--- src/rtl/rvm_axi4_wbridge.sv ---
// rvm_axi4_wbridge: core memory port to AXI4 bridge, posted writes via a small buffer, blocking reads ordered behind drained writes.
module rvm_axi4_wbridge #(
    parameter int ADDR_W     = 32,
    parameter int DATA_W     = 32,
    parameter int WBUF_DEPTH = 4,
    localparam int STRB_W    = DATA_W / 8
) (
    input  logic              ACLK,
    input  logic              ARESETn,
    input  logic              mem_c_en,
    input  logic              mem_w_en,
    input  logic [ADDR_W-1:0] mem_addr,
    input  logic [DATA_W-1:0] mem_wdata,
    input  logic [STRB_W-1:0] mem_b_en,
    output logic [DATA_W-1:0] mem_rdata,
    output logic              mem_error,
    output logic              mem_stall,
    output logic [ADDR_W-1:0] AWADDR,
    output logic              AWVALID,
    input  logic              AWREADY,
    output logic [DATA_W-1:0] WDATA,
    output logic [STRB_W-1:0] WSTRB,
    output logic              WVALID,
    input  logic              WREADY,
    input  logic [1:0]        BRESP,
    input  logic              BVALID,
    output logic              BREADY,
    output logic [ADDR_W-1:0] ARADDR,
    output logic              ARVALID,
    input  logic              ARREADY,
    input  logic [DATA_W-1:0] RDATA,
    input  logic [1:0]        RRESP,
    input  logic              RVALID,
    output logic              RREADY
);
    localparam int PTR_W = $clog2(WBUF_DEPTH);
    localparam int CNT_W = PTR_W + 1;

    typedef enum logic [1:0] {W_IDLE, W_SEND, W_RESP} wstate_t;
    typedef enum logic [2:0] {R_IDLE, R_DRAIN, R_ADDR, R_DATA, R_DONE} rstate_t;

    logic [ADDR_W-1:0] r_buf_addr [WBUF_DEPTH];
    logic [DATA_W-1:0] r_buf_data [WBUF_DEPTH];
    logic [STRB_W-1:0] r_buf_strb [WBUF_DEPTH];
    logic [PTR_W-1:0]  r_wptr, r_rptr;
    logic [CNT_W-1:0]  r_count;
    wstate_t           r_wstate, w_wstate_nx;
    rstate_t           r_rstate, w_rstate_nx;
    logic              r_awvalid, r_wvalid, r_rerr, r_sticky;
    logic [DATA_W-1:0] r_rdata;

    logic w_empty, w_full, w_pop, w_push, w_wr_req, w_rd_req, w_drain_busy;
    logic w_rd_issue, w_start, w_cpl, w_unused;

    assign w_empty      = r_count == '0;
    assign w_full       = r_count == CNT_W'(WBUF_DEPTH);
    assign w_pop        = r_wstate == W_RESP && BVALID;
    assign w_wr_req     = mem_c_en && mem_w_en && r_rstate == R_IDLE;
    assign w_push       = w_wr_req && (!w_full || w_pop);
    assign w_rd_req     = mem_c_en && !mem_w_en;
    assign w_drain_busy = !w_empty || r_wstate != W_IDLE;
    assign w_start      = r_wstate == W_IDLE && !w_empty;
    // An idle read with nothing to drain presents AR in its first cycle to reach the 3-cycle minimum.
    assign w_rd_issue   = r_rstate == R_IDLE && w_rd_req && !w_drain_busy;
    assign w_cpl        = ARESETn && mem_c_en && (w_push || r_rstate == R_DONE);
    assign w_unused     = ^{BRESP[0], RRESP[0]};

    assign mem_stall = mem_c_en && !w_cpl;
    assign mem_error = w_cpl && (r_sticky || (r_rstate == R_DONE && r_rerr));
    assign mem_rdata = r_rdata;
    assign AWADDR    = r_buf_addr[r_rptr];
    assign WDATA     = r_buf_data[r_rptr];
    assign WSTRB     = r_buf_strb[r_rptr];
    assign AWVALID   = r_awvalid;
    assign WVALID    = r_wvalid;
    assign BREADY    = r_wstate == W_RESP;
    assign ARADDR    = mem_addr;
    assign ARVALID   = ARESETn && (r_rstate == R_ADDR || w_rd_issue);
    assign RREADY    = r_rstate == R_DATA;

    always_comb begin
        w_wstate_nx = r_wstate;
        unique case (r_wstate)
            W_IDLE:  if (!w_empty) w_wstate_nx = W_SEND;
            W_SEND:  if ((!r_awvalid || AWREADY) && (!r_wvalid || WREADY)) w_wstate_nx = W_RESP;
            W_RESP:  if (BVALID) w_wstate_nx = W_IDLE;
            default: w_wstate_nx = W_IDLE;
        endcase
    end

    always_comb begin
        w_rstate_nx = r_rstate;
        unique case (r_rstate)
            R_IDLE:  if (w_rd_req) w_rstate_nx = w_drain_busy ? R_DRAIN : (ARREADY ? R_DATA : R_ADDR);
            R_DRAIN: if (!w_drain_busy) w_rstate_nx = R_ADDR;
            R_ADDR:  if (ARREADY) w_rstate_nx = R_DATA;
            R_DATA:  if (RVALID) w_rstate_nx = R_DONE;
            R_DONE:  w_rstate_nx = R_IDLE;
            default: w_rstate_nx = R_IDLE;
        endcase
    end

    always_ff @(posedge ACLK or negedge ARESETn) begin
        if (!ARESETn) begin
            r_wstate  <= W_IDLE;
            r_rstate  <= R_IDLE;
            r_awvalid <= 1'b0;
            r_wvalid  <= 1'b0;
            r_wptr    <= '0;
            r_rptr    <= '0;
            r_count   <= '0;
            r_rdata   <= '0;
            r_rerr    <= 1'b0;
            r_sticky  <= 1'b0;
        end else begin
            r_wstate  <= w_wstate_nx;
            r_rstate  <= w_rstate_nx;
            r_awvalid <= w_start || (r_awvalid && !AWREADY);
            r_wvalid  <= w_start || (r_wvalid && !WREADY);
            r_wptr    <= w_push ? r_wptr + PTR_W'(1) : r_wptr;
            r_rptr    <= w_pop ? r_rptr + PTR_W'(1) : r_rptr;
            r_count   <= r_count + CNT_W'(w_push) - CNT_W'(w_pop);
            if (r_rstate == R_DATA && RVALID) begin
                r_rdata <= RDATA;
                r_rerr  <= RRESP[1];
            end
            // A fresh write error in the reporting cycle survives the clear.
            r_sticky  <= (w_pop && BRESP[1]) || (r_sticky && !w_cpl);
        end
    end

    always_ff @(posedge ACLK) begin
        if (w_push) begin
            r_buf_addr[r_wptr] <= mem_addr;
            r_buf_data[r_wptr] <= mem_wdata;
            r_buf_strb[r_wptr] <= mem_b_en;
        end
    end
endmodule

--- config.mk ---
export PLATFORM = sky130hd
export DESIGN_NAME = rvm_axi4_wbridge
export DESIGN_NICKNAME = d
export VERILOG_FILES = /design/src/rtl/rvm_axi4_wbridge.sv
export SDC_FILE = /design/constraint.sdc
export NUM_CORES = 1
export LEC_CHECK = 0
export CAP_MARGIN = 20
export CORE_MARGIN = 3
export CORE_UTILIZATION = 49
export DETAILED_ROUTE_END_ITERATION = 8
export PLACE_DENSITY = 0.81
export SYNTH_ARGS = -nofsm -noshare
export SYNTH_HDL_FRONTEND = slang
export SYNTH_SLANG_ARGS = --single-unit
--- constraint.sdc ---
create_clock -name ACLK -period 3.1 [get_ports ACLK]
set_input_delay 0.93 -clock ACLK [delete_from_list [all_inputs] [get_ports ACLK]]
set_output_delay 0.93 -clock ACLK [all_outputs]
set_load 0.01 [all_outputs]
Word level (Yosys, flattened, before mapping)
Memories as Yosys holds them, arrays and structs flattened.
Cells that the tools add are included.
{ "classes": {"add_sub_neg": 4, "n_eq_ne": 14, "n_mux": 13, "n_reduce_logical": 45} }
{ "ops": {"columns": ["operator", "count"], "rows": [
  ["1-bit logical AND", 20],
  ["2-bit inequality test (second input constant)", 7],
  ["3-bit two-way mux", 4],
  ["3-bit one-hot mux with 4 select lines", 1],
  ["1-bit logical OR", 10],
  ["1-bit logical NOT", 9],
  ["2-bit two-way mux", 4],
  ["3-bit by 2-bit == test with 1-bit output (second input constant)", 2],
  ["3-bit == test (second input constant)", 2],
  ["3-bit logical NOT", 2],
  ["2-bit one-hot mux with 3 select lines", 1],
  ["2-bit by 1-bit adder with 2-bit output (second input constant)", 2],
  ["4-bit AND reduction", 1],
  ["3-bit by 1-bit adder with 3-bit output", 1],
  ["3-bit by 1-bit == test with 1-bit output (second input constant)", 1],
  ["1-bit two-way mux", 3],
  ["3-bit AND reduction", 1],
  ["3-bit by 1-bit subtractor with 3-bit output", 1],
  ["2-bit by 1-bit == test with 1-bit output (second input constant)", 1],
  ["2-bit == test (second input constant)", 1],
  ["2-bit logical NOT", 1],
  ["2-bit nonzero test", 1]
]} }
{ "word_totals": {"in_bits": 113, "ff_bits": 48, "ramBits": 272, "mem_count": 3, "output_inout_bits": 139} }
{ "mem_list": {"columns": ["name", "words", "width", "read_ports", "rd_clocked_by_memory_dff", "write_ports", "line_no", "text"], "rows": [
  ["r_buf_addr", 4, 32, 1, 0, 1, "42", "logic [ADDR_W-1:0] r_buf_addr [WBUF_DEPTH];"],
  ["r_buf_data", 4, 32, 1, 0, 1, "43", "logic [DATA_W-1:0] r_buf_data [WBUF_DEPTH];"],
  ["r_buf_strb", 4, 4, 1, 0, 1, "44", "logic [STRB_W-1:0] r_buf_strb [WBUF_DEPTH];"]
]} }

Longest topological paths before layout
Gate-level depths: netlist of the first run.
{ "logic_depth": {"ltp_word": 9, "mapped_depth": 10} }

Worst setup path after synthesis of the first run
OpenSTA, ideal clock, no wires.
{ "synth_timing": {"path_type": "input-to-output", "startpoint": "input port BVALID", "endpoint": "output port mem_stall", "required_time_ns": 2.170, "cell_stages": 4, "arrival_ns": 1.858, "path_slack_ns": 0.312, "path_buffers": 1, "cell_sequence": "and3b_1 buf_2 o2111a_1 a311oi_1"} }
{ "synth_between": {"elab_chain_cells": 7} }
{ "synth_rtl": {"columns": ["item", "line_no", "text"], "rows": [
  ["start: declaration", "26", "input logic BVALID,"],
  ["1-bit logical AND", "57", "assign w_pop = r_wstate == W_RESP && BVALID;"],
  ["1-bit logical OR", "59", "assign w_push = w_wr_req && (!w_full || w_pop);"],
  ["1-bit logical AND", "59", null],
  ["1-bit logical OR", "65", "assign w_cpl = ARESETn && mem_c_en && (w_push || r_rstate == R_DONE);"],
  ["1-bit logical AND", "65", null],
  ["1-bit logical NOT", "68", "assign mem_stall = mem_c_en && !w_cpl;"],
  ["1-bit logical AND", "68", null],
  ["end: declaration", "17", "output logic mem_stall,"]
]} }
No other way between the ends.

Worst setup path after layout of the first run
{ "layout_timing": {"startpoint": "register r_rptr[0]", "endpoint": "output port AWADDR[17]"} }
{ "layout_between": {"elab_chain_cells": 1} }
{ "layout_rtl": {"columns": ["item", "line_no", "text"], "rows": [
  ["start: declaration", "45", "logic [PTR_W-1:0] r_wptr, r_rptr;"],
  ["start signal: assignment", "121", "r_rptr <= w_pop ? r_rptr + PTR_W'(1) : r_rptr;"],
  ["memory read 4 x 32 bit", null, null],
  ["end: declaration", "18", "output logic [ADDR_W-1:0] AWADDR,"]
]} }
No other way between the ends.

==> results of run 1 <==
metal layers:
metal,global-route usage,vias up,wire length [um]
met4,0.0465,4,593
met1,0.237,3180,10300
li1,-,2728,-
met2,0.312,297,13400
met5,0,-,26
met3,0.0489,56,2100
flip-flops by register name (all words and copies together), names as in the netlist, 2 cells and up:
signal and flops:
mem_rdata 32, r_rptr 2, r_wptr 2, r_buf_strb 16, r_rstate 3, r_count 3, r_buf_data 128, r_buf_addr 128
r_wstate 2
what timing repair did:
action / 4_1_cts / 5_1_grt
gates resized for setup: 92 / 83
gates cloned: 1 / 6
pin swaps: 5 / 1
setup buffers: 8 / 6
setup endpoints to repair: 71 / 53
power breakdown:
| group | switching [uW] | leakage, uW | internal [uW] | total [uW] |
|---|---|---|---|---|
| clock network | 1510 | 0.000500 | 2220 | 3730 |
| registers | 359 | 0.00303 | 5220 | 5570 |
| logic | 1990 | 0.00242 | 2860 | 4850 |
layout make-up:
cell class              instances  area, um2
multi-input cells             160       2510
inverters                       9       33.8
clock buffers                  40        871
clock inverters                17        163
fillers                      1577       7980
flip-flops and latches        320       9380
well taps                     324        405
repair buffers                305       3120
stage by stage:
step	instances	utilization	worst slack (ns)	instance area, um2
global route	1175	0.674	-0.0501	16500
global placement	1097	0.623	-0.515	15200
floorplan	544	-	0.312	12300
finish	1175	0.674	0.0365	16500
CTS	1163	0.667	-0.0410	16300
detailed placement	1097	0.623	-0.507	15200
worst paths after layout:
kind | endpoint | from | cells after the start | slack, ns
worst max-delay path | AWADDR[17] | r_rptr[0] | 4 | 0.04
worst min-delay path | r_rstate[0] | ARESETn | 2 | 0.40
worst max register to register | r_count[2] | r_rstate[0] | 10 | 0.60
worst min register to register | r_rerr | r_rerr | 1 | 0.51
max in group asynchronous | mem_rdata[9] | ARESETn | 2 | 2.35
min in group ACLK | r_rerr | r_rerr | 1 | 0.51
logic make-up (layout without fill, tap and decap cells):
family | Yosys count | after routing | share of synthesized area
flip-flops | 320 | 320 | 0.764
multiplexers | 102 | 102 | 0.165
buffers and inverters | 64 | 371 | 0.0326
AND/OR/NAND/NOR | 31 | 31 | 0.0156
AO/OA/AOI/OAI | 15 | 15 | 0.0106
adder cells (fa/ha/maj) | 7 | 7 | 0.00776
XOR/XNOR | 5 | 5 | 0.00357
placed cells by master (no fill, tap or decap), types with 16 or more instances in the layout:
cell	netlist	layout
clkbuf_16	0	38
mux2_4	30	30
clkbuf_2	0	26
edfxtp_1	272	272
dlygate4sd2_1	0	22
buf_4	32	29
clkdlybuf4s50_1	0	174
dfrtp_1	48	46
mux4_2	68	68
buf_12	0	16
clkdlybuf4s15_1	0	19
critical path: stages (launching register included):
cell	delay [ns]
dfrtp_4	0.47
buf_6	0.16
clkbuf_16	0.17
mux4_2	0.49
dlygate4sd2_1	0.30
==> impl_metrics.py, run 1 <==
metrics = {
    "yosys": {
        "ys_types": 40,
        "yosys_register_bits": 320,
        "syn-num-nets": 664,
        "syn_area_um2": 12300,
        "synth_commonest_cells": "edfxtp_1, mux4_2, dfrtp_1",
        "synth_top_area_cell": "edfxtp_1",
        "syn_inst": 544,
        "ys_dominant_reg_cell": "edfxtp_1",
        "async_flop_share": 0.150,
        "synth_top_area_frac": 0.666,
        "synth_area_leaders": "edfxtp_1, mux4_2, dfrtp_1, mux2_4, buf_4",
        "yosysWarningCount": 0,
        "synth.most_common_cell": "edfxtp_1",
        "ys_seq_area_frac": 0.764,
        "syn_avg_cell_area_um2": 22.5,
        "synth_edf_count": 272,
    },
    "clocking": {
        "holdBufCountCts": 0,
        "cts_tree": "built",
        "cts_root_buf": "clkbuf_16",
        "clk_latency_ns": 0.54,
        "path_clk_slew_ns": 0.06,
        "cts_max_level": 1,
        "cts_made_buffers": 31,
        "clock_sinks": 320,
        "cts_buffer_depth": 3,
    },
    "route": {
        "vias": 6265,
        "viasPerCell": 5.33,
        "wl_per_cell_um": 22.5,
        "drt-total-wl_um": 26400,
        "dr.pass1.iters": 6,
        "route.detailed.drc": 0,
        "ant_nets": 0,
        "initialDrtViolationCount": 432,
    },
    "hold_path": {
        "hp-class": "in -> async",
    },
    "placed_design": {
        "dp_hpwl_um": 16100,
        "place.gp.congestion": 0.812,
        "io_buffer_count": 249,
    },
    "floorplanning": {
        "die_w_um": 164,
        "num_io_pins": 252,
        "rows": 57,
        "die-area_um2": 26900,
        "dieHeight_um": 164,
        "core_um2": 24500,
        "start_util": 0.501,
    },
    "sta": {
        "finalCritPeriodShare": 0.988,
        "finalSetupViolations": 0,
        "fin_worst_skew_ns": 0.0188,
        "worst_pin_slew_ns": 0.378,
        "relSlewSlack": 0.748,
        "rsz0062_at_grt": "true",
        "slew_viol_final": 0,
        "fin_setup_tns_ns": 0,
        "fin_crit_ns": 3.06,
        "whs_ns": 0.400,
        "max_freq_mhz": 326,
        "hold_violations": 0,
    },
    "power_and_ir_drop": {
        "powerDensity_nw_per_um2": 859,
        "power_uw": 14200,
        "vdd.ir_drop.worst_uv": 494,
        "leakage_uw": 0.00595,
    },
    "grt": {
        "grtUsageTotal": 0.184,
        "grt_pass1_wl_um": 38100,
        "overflow": 0,
        "grt_pass1_vias": 6727,
        "antenna_found_initial": 2,
        "grt_max_degree": 45,
    },
    "setup_path": {
        "crit_path_max_fanout": 6,
        "crit_arrival_ns": 2.13,
        "critical_path_required_ns": 2.17,
        "critPathKind": "reg -> out",
        "end_kind": "primary output",
        "critPathLaunchType": "flip-flop",
    },
    "final_layout": {
        "syn2layout_area_growth_pct": 34.5,
        "drive_gt1_frac": 0.298,
        "n_antenna_cell": 0,
        "fin_nets": 947,
    },
    "run_status": {
        "status": "completed",
    },
    "run": {
        "maxCapViolCount": 0,
    },
}
No activity file was read; power rests on OpenSTA's default activity.
==> inputs of run 2 (changes only) <==
CORE_ASPECT_RATIO = 0.6   (was not set)
==> impl_metrics.py, run 2 (synthesis results as in run 1) <==
metrics = {
    "final_layout": {
        "drive_gt1_frac": 0.321,
        "syn2layout_area_growth_pct": 34.1,
        "fin_nets": 950,
        "final_cell_mix": "edfxtp_1, clkdlybuf4s50_1, mux4_2, dfrtp_1, buf_4",
        "n_antenna_cell": 0,
        "layout_commonest_cell": "edfxtp_1",
    },
    "placed_design": {
        "pre_cts_ws_ns": -0.535,
        "place.gp.congestion": 0.781,
        "dp_hpwl_um": 17200,
        "io_buffer_count": 249,
    },
    "sta": {
        "rsz0062_at_grt": "true",
        "fin_crit_ns": 3.18,
        "fin_worst_skew_ns": 0.00882,
        "worst_slack_ns": -0.0837,
        "fin_setup_tns_ns": -0.133,
        "finalCritPeriodShare": 1.03,
        "relSlewSlack": 0.671,
        "hold_violations": 0,
        "max_freq_mhz": 314,
        "slew_viol_final": 0,
        "whs_ns": 0.480,
        "finalSetupViolations": 2,
        "worst_pin_slew_ns": 0.490,
    },
    "route": {
        "drt-total-wl_um": 27000,
        "dr.pass1.iters": 5,
        "initialDrtViolationCount": 391,
        "vias": 6361,
        "route.detailed.drc": 0,
        "viasPerCell": 5.42,
        "wl_per_cell_um": 23.1,
        "ant_nets": 0,
    },
    "clocking": {
        "cts_root_buf": "clkbuf_16",
        "cts_tree": "built",
        "clk_latency_ns": 0.54,
        "cts_max_level": 1,
        "cts_buffer_depth": 3,
        "cts_made_buffers": 28,
        "path_clk_slew_ns": 0.07,
        "clock_sinks": 320,
    },
    "run_status": {
        "status": "finished with violations",
        "violations": "negative setup slack",
    },
    "floorplanning": {
        "start_util": 0.503,
        "rows": 44,
        "die-area_um2": 27000,
        "die_w_um": 210,
        "dieHeight_um": 129,
        "core_um2": 24400,
        "num_io_pins": 252,
    },
    "setup_path": {
        "critPathKind": "reg -> out",
        "critical_path_required_ns": 2.17,
        "crit_arrival_ns": 2.25,
        "end_kind": "primary output",
        "crit_path_max_fanout": 6,
        "critPathLaunchType": "flip-flop",
        "r2r_cells": 10,
    },
    "power_and_ir_drop": {
        "leakage_uw": 0.00592,
        "powerDensity_nw_per_um2": 853,
        "vdd.ir_drop.worst_uv": 562,
        "power_uw": 14000,
    },
    "grt": {
        "grt_pass1_vias": 6977,
        "grt_pass1_wl_um": 41400,
        "antenna_found_initial": 0,
        "grt_max_degree": 35,
        "grtUsageTotal": 0.202,
        "overflow": 0,
    },
    "hold_path": {
        "hp-class": "in -> async",
    },
    "run": {
        "maxCapViolCount": 0,
    },
}
[run 2: per-layer routing]
| metal | track usage | routed length [um] | share of wire |
|---|---|---|---|
| met5 | 0 | 0 | 0 |
| met3 | 0.0597 | 2400 | 0.089 |
| met4 | 0.0459 | 571 | 0.021 |
| met1 | 0.278 | 11100 | 0.41 |
| met2 | 0.326 | 12900 | 0.48 |
[run 2: final cells by class]
type	instances	area, um2
repair buffers	311	3190
inverters	9	33.8
clock inverters	15	160
fillers	1545	7960
clock buffers	36	752
multi-input cells	160	2520
flip-flops and latches	320	9380
well taps	322	403
[run 2: path summary, 6_finish.rpt]
path | endpoint | slack [ns] | startpoint
max | WSTRB[1] | -0.08 | r_rptr[0]
min | r_sticky | 0.48 | ARESETn
max reg2reg | r_count[2] | 0.62 | r_rstate[0]
min reg2reg | mem_rdata[0] | 0.52 | mem_rdata[0]
max in group asynchronous | mem_rdata[1] | 2.30 | ARESETn
min in group ACLK | mem_rdata[0] | 0.52 | mem_rdata[0]
[run 2: what timing repair did]
action | 4_1_cts | 5_1_grt
gates resized for setup | 211 | 44
setup buffers | 17 | 3
pin swaps | 1 | 0
cloned | 5 | 0
endpoints found under the setup margin | 71 | 55
hold buffers | 0 | 0
[run 2: power breakdown]
part / internal, uW / switching [uW]
Sequential: 5210 / 321
Combinational: 2920 / 2090
Clock: 1970 / 1510
[run 2: metrics by stage]
stage / std cells / area [um2] / util
floorplan: 544 / 12300 / -
global placement: 1099 / 15300 / 0.628
detailed placement: 1099 / 15300 / 0.628
CTS: 1171 / 16400 / 0.674
global route: 1173 / 16400 / 0.674
finish: 1173 / 16400 / 0.674
[run 2: critical path, stage by stage (launching register included)]
cell	delay (ns)
dfrtp_4	0.50
buf_12	0.15
buf_12	0.12
buf_8	0.13
buf_16	0.15
buf_6	0.11
mux4_2	0.42
buf_6	0.14
